===== config.mk =====
export PLATFORM = sky130hd
export DESIGN_NAME = layer_compositor
export DESIGN_NICKNAME = d
export VERILOG_FILES = /design/src/rtl/layer_compositor.sv
export SDC_FILE = /design/constraint.sdc
export NUM_CORES = 1
export LEC_CHECK = 0
export ABC_AREA = 0
export CAP_MARGIN = 20
export CORE_ASPECT_RATIO = 1.25
export CORE_MARGIN = 2
export CORE_UTILIZATION = 47
export DETAILED_ROUTE_END_ITERATION = 10
export GPL_TIMING_DRIVEN = 0
export HOLD_SLACK_MARGIN = 0.12
export PLACE_DENSITY = 0.83
export SETUP_SLACK_MARGIN = 0.4
export SLEW_MARGIN = 20
export SYNTH_ARGS = -nofsm -noshare
export SYNTH_HDL_FRONTEND = slang
export SYNTH_SLANG_ARGS = --single-unit

===== constraint.sdc =====
create_clock -name clk -period 4.4 [get_ports clk]
set_input_delay 0.66 -clock clk [delete_from_list [all_inputs] [get_ports clk]]
set_output_delay 0.66 -clock clk [all_outputs]
set_load 0.02 [all_outputs]

===== src/rtl/layer_compositor.sv =====
// Two-stage pixel compositor: priority layer merge / colour-bar test pattern in stage 1,
// per-channel fade scaling in stage 2, with a frame-paced fade FSM around screen changes.
module layer_compositor #(
    parameter int          N_LAYERS  = 6,
    parameter int          SCREEN_W  = 3,
    parameter int          FADE_LOG2 = 3,
    parameter int          H_RES     = 640,
    parameter int          V_RES     = 480,
    parameter logic [23:0] BG_COLOR  = 24'h0
) (
    input  logic                  clk,
    input  logic                  rst,
    input  logic [9:0]            VGA_row,
    input  logic [9:0]            VGA_col,
    input  logic                  pix_valid,
    input  logic                  frame_start,
    input  logic [N_LAYERS*24-1:0] layer_color,
    input  logic [N_LAYERS-1:0]   layer_active,
    input  logic [N_LAYERS-1:0]   layer_enable,
    input  logic [SCREEN_W-1:0]   req_screen,
    input  logic                  testpattern_active,
    output logic [SCREEN_W-1:0]   shown_screen,
    output logic                  fade_busy,
    output logic [23:0]           output_color,
    output logic                  output_valid
);
    localparam int              LW        = FADE_LOG2 + 1;
    localparam logic [LW-1:0]   LEVEL_MAX = LW'(1 << FADE_LOG2);
    localparam logic [9:0]      BAR_W     = 10'(H_RES / 8);
    localparam logic [9:0]      HALF_ROWS = 10'(V_RES / 2);

    localparam logic [1:0] ST_IDLE     = 2'd0;
    localparam logic [1:0] ST_FADE_OUT = 2'd1;
    localparam logic [1:0] ST_FADE_IN  = 2'd2;

    logic [1:0]          state_reg, state_next;
    logic [LW-1:0]       level_reg, level_next;
    logic [SCREEN_W-1:0] pending_reg, pending_next;
    logic [SCREEN_W-1:0] shown_reg, shown_next;

    logic [23:0] s1_color_reg, s1_color_next;
    logic        s1_tp_reg;
    logic        s1_valid_reg;
    logic [23:0] out_color_reg, out_color_next;
    logic        out_valid_reg;

    logic [23:0] layer_pick;
    logic [23:0] tp_color;
    logic [9:0]  bar;
    logic [23:0] scaled;

    // Later (higher-index) layers overwrite earlier ones, giving top priority to the highest index.
    always_comb begin
        layer_pick = BG_COLOR;
        for (int i = 0; i < N_LAYERS; i++) begin
            if (layer_active[i] && layer_enable[i]) begin
                layer_pick = layer_color[i*24 +: 24];
            end
        end
    end

    // Bar index bits: R on when bit1 clear (0,1,4,5), G when bit2 clear (0..3), B when bit0 clear.
    always_comb begin
        bar      = VGA_col / BAR_W;
        tp_color = 24'h0;
        if (VGA_row < HALF_ROWS && bar < 10'd8) begin
            tp_color[23:16] = bar[1] ? 8'h00 : 8'hFF;
            tp_color[15:8]  = bar[2] ? 8'h00 : 8'hFF;
            tp_color[7:0]   = bar[0] ? 8'h00 : 8'hFF;
        end
    end

    assign s1_color_next = testpattern_active ? tp_color : layer_pick;

    generate
        for (genvar gi = 0; gi < 3; gi++) begin : g_chan
            logic [8+LW-1:0] product;
            assign product = {{LW{1'b0}}, s1_color_reg[gi*8 +: 8]} * {8'b0, level_reg};
            assign scaled[gi*8 +: 8] = 8'(product >> FADE_LOG2);
        end
    endgenerate

    assign out_color_next = s1_tp_reg ? s1_color_reg : scaled;

    always_comb begin
        state_next   = state_reg;
        level_next   = level_reg;
        pending_next = pending_reg;
        shown_next   = shown_reg;
        case (state_reg)
            ST_IDLE: begin
                if (req_screen != shown_reg) begin
                    pending_next = req_screen;
                    state_next   = ST_FADE_OUT;
                end
            end
            ST_FADE_OUT: begin
                pending_next = req_screen;
                if (frame_start) begin
                    if (level_reg <= LW'(1)) begin
                        level_next = '0;
                        shown_next = pending_next;
                        state_next = ST_FADE_IN;
                    end else begin
                        level_next = level_reg - LW'(1);
                    end
                end
            end
            ST_FADE_IN: begin
                // A new request reverses direction from wherever the level currently sits.
                if (req_screen != shown_reg) begin
                    pending_next = req_screen;
                    state_next   = ST_FADE_OUT;
                end else if (frame_start) begin
                    level_next = level_reg + LW'(1);
                    if (level_next == LEVEL_MAX) begin
                        state_next = ST_IDLE;
                    end
                end
            end
            default: state_next = ST_IDLE;
        endcase
    end

    always_ff @(posedge clk) begin
        if (rst) begin
            state_reg     <= ST_IDLE;
            level_reg     <= LEVEL_MAX;
            pending_reg   <= '0;
            shown_reg     <= '0;
            s1_color_reg  <= 24'h0;
            s1_tp_reg     <= 1'b0;
            s1_valid_reg  <= 1'b0;
            out_color_reg <= 24'h0;
            out_valid_reg <= 1'b0;
        end else begin
            state_reg     <= state_next;
            level_reg     <= level_next;
            pending_reg   <= pending_next;
            shown_reg     <= shown_next;
            s1_color_reg  <= s1_color_next;
            s1_tp_reg     <= testpattern_active;
            s1_valid_reg  <= pix_valid;
            out_color_reg <= out_color_next;
            out_valid_reg <= s1_valid_reg;
        end
    end

    assign shown_screen = shown_reg;
    assign fade_busy    = (state_reg != ST_IDLE);
    assign output_color = out_color_reg;
    assign output_valid = out_valid_reg;

endmodule


==> metrics.csv <==
stage,metric,value,unit
status,status,finished clean,
yosys,Yosys warning count,0,
timing,minimum clock period,3940,ps
clock_tree,clock slew at reported path FFs,50,ps
yosys,asr flop ratio synth,0,%
floorplanning,Starting Density,48.4,%
final_layout,share of cells above drive strength 1,5.10,%
worst_setup_path,Required @ worst endpoint,4600,ps
drt,1st-iter DRT viols,479,
power_and_ir_drop,static leakage,3.77,nW
grt,initial antenna violation count,1,
clock_tree,clk_lat worst skew,330,ps
timing,Final Hold Viols,0,
clock_tree,CTS H-tree depth,3,
clock_tree,CTS max path bufs,2,
yosys,Synth cell types,69,
yosys,Post-synth EDFFs,0,
timing,Max Clk Rate,254,MHz
drt,WL final,21000,um
drt,routed length per instance,18.0,um
grt,first-pass GRT wire length,33300,um
drt,Via-to-Cell Ratio,5.81,
grt,GR Overflow Total,0,
placement,Port Buffers,202,
yosys,ys flop type,dfxtp_1,
yosys,Mapped Cells,781,
final_layout,Layout Nets,1254,
timing,worst-margin pin slew,950,ps
clock_tree,CTS tree,built,
floorplanning,Core Area,12700,um^2
worst_setup_path,CP arrival,4130,ps
placement,GPL Wtd Cong,1.02,
grt,largest net degree at the start of global routing,11,
floorplanning,chip width,106,um
final_layout,fin area,8760,um^2
final_layout,Area growth syn-to-layout,42.3,%
floorplanning,I/O Pins,213,
final_layout,FILL cells,1063,
grt,gr usage total,30.2,%
power_and_ir_drop,VDD IR max,0.000221,V
timing,Max-slew headroom,36.2,%
yosys,synthesized area,6150,um^2
placement,Post-DP Area,8380,um^2
yosys,syn_nets,1040,
timing,RSZ-0062 raised after global routing,false,
timing,Setup TNS,0,ps
final_layout,Register Area,1200,um^2
drt,ANT nets after route,0,
clock_tree,hold buffers post-CTS,0,
timing,Clock Skew,6.69,ps
min_path,worst hold path class,flop to flop,
drt,Residual DRC,0,
final_layout,area of the multi-input gates,4580,um^2
timing,Final Setup Violations,0,
clock_tree,Sink Count,60,
yosys,syn avg cell area,7.88,um^2
drt,drt pass-1 iters,6,
timing,fin crit share,89.5,%
worst_setup_path,crit-path max FO,10,
grt,vias in the first global route,6703,
placement,DP Wirelength,17100,um
floorplanning,Die Span Y,132,um
yosys,#FFs+latches synth,60,
timing,max-slew violation count,0,
drt,vias,6796,
floorplanning,Row Count,46,
yosys,post-synthesis sequential area ratio,19.5,%
worst_setup_path,startpoint types,flop,
worst_setup_path,Crit Path Class,flop to flop,
floorplanning,DIE AREA,14000,um^2
clock_tree,clk root buf,clkbuf_16,
clock_tree,CTS Buf Count,9,
worst_setup_path,CP Capture Type,flop,
power_and_ir_drop,PwrDens,231,nW/um^2
run,max-cap violations,0,
-- cells by family after synthesis --
family | count (synthesis) | synth area share [%]
adders and majority gates | 75 | 19.6
buffers and inverters | 94 | 6.39
xor gates and xnor gates | 15 | 2.14
AOI/OAI and AO/OA | 245 | 27.8
DFF | 60 | 19.5
and+or+nand+nor | 277 | 22.0
muxes | 15 | 2.48
-- layout make-up --
cell class                 instances  share of cell area [%]
timing repair buffer             203                    23.2
antenna                            1                  0.0286
tap                              168                    2.40
buffer                            46                    2.71
inverter                          48                    2.06
clock inverter                     4                   0.829
clock buffer                      12                    2.81
multi-input combinational        627                    52.3
sequential                        60                    13.7
-- metal layers --
layer / wire length, um / global-route usage (%) / up-vias / part of all wire [%]
li1: - / - / 3244 / -
met1: 7910 / 34.7 / 3105 / 38
met3: 1900 / 7.96 / 81 / 9.0
met4: 994 / 14.5 / 0 / 4.7
met2: 10200 / 51.5 / 366 / 49
met5: 0 / 0 / - / 0
-- critical path, stage by stage (launching register included) --
cell,delay (ps)
dfxtp_2,400
buf_4,220
clkbuf_4,230
nand2_1,100
fa_1,520
fa_1,540
inv_1,70
fa_2,430
a211oi_2,290
o21bai_2,160
o41ai_2,380
a21oi_1,70
a311o_1,370
-- synth_stat cells, drive strengths merged (14+ instances only) --
cell    instances  area, um^2
a21oi          46         230
a221oi         16         153
a31oi          23         144
and2           38         238
buf            17         104
clkbuf         29         109
dfxtp          60        1200
fa             36         721
ha             39         488
inv            48         180
nand2         127         477
nand3          17        85.1
nor2           30         113
o211ai         14         105
o21a           14         105
o21ai          55         275
-- metrics by stage --
step	setup WS (ps)	util [%]	cells	total power, mW	hold WS (ps)
global route	370	68.8	1168	2.11	466
global placement	-33.3	65.9	1151	1.25	419
detailed placement	-152	65.9	1151	1.26	443
finish	464	68.8	1169	2.02	449
floorplan	593	-	781	0.954	414
CTS	385	68.6	1167	2.02	452
-- layout by cell type, fill, tap and decap left out, drive strengths merged, types with 7 or more instances in the layout --
master | netlist | layout
buf | 17 | 19
o211ai | 14 | 14
o221ai | 9 | 9
nand2 | 127 | 127
xnor2 | 9 | 9
a21oi | 46 | 46
nand3 | 17 | 17
a211oi | 9 | 9
o21ai | 55 | 55
ha | 39 | 39
nand2b | 7 | 7
dfxtp | 60 | 60
o21a | 14 | 14
clkbuf | 29 | 40
nor2 | 30 | 30
inv | 48 | 48
mux2i | 13 | 13
nor3 | 13 | 13
a31oi | 23 | 23
a221oi | 16 | 16
o22a | 9 | 9
a21o | 12 | 12
and2 | 38 | 38
a31o | 8 | 8
fa | 36 | 36
clkdlybuf4s50 | 0 | 202
nor2b | 13 | 13
-- report_power, final --
part           total (mW)  switching, mW  internal (mW)
Sequential          0.621         0.0382          0.583
Combinational       0.646          0.321          0.325
Clock               0.753          0.244          0.510
-- worst paths after layout --
path              depth (start not counted)  slack [ps]          endpoint    startpoint
hold / removal                            1         450      output_valid  s1_valid_reg
hold reg to reg                           1         450      output_valid  s1_valid_reg
setup reg to reg                         12         460  output_color[23]  level_reg[3]
setup / recovery                         12         460  output_color[23]  level_reg[3]
-- what timing repair did --
action                                  4_1_cts  5_1_grt
setup buffers                                 0        1
endpoints found under the setup margin       10        7
pin swaps                                     0        2
gates resized for setup                      11       13
(Power assumes the default switching activity.)
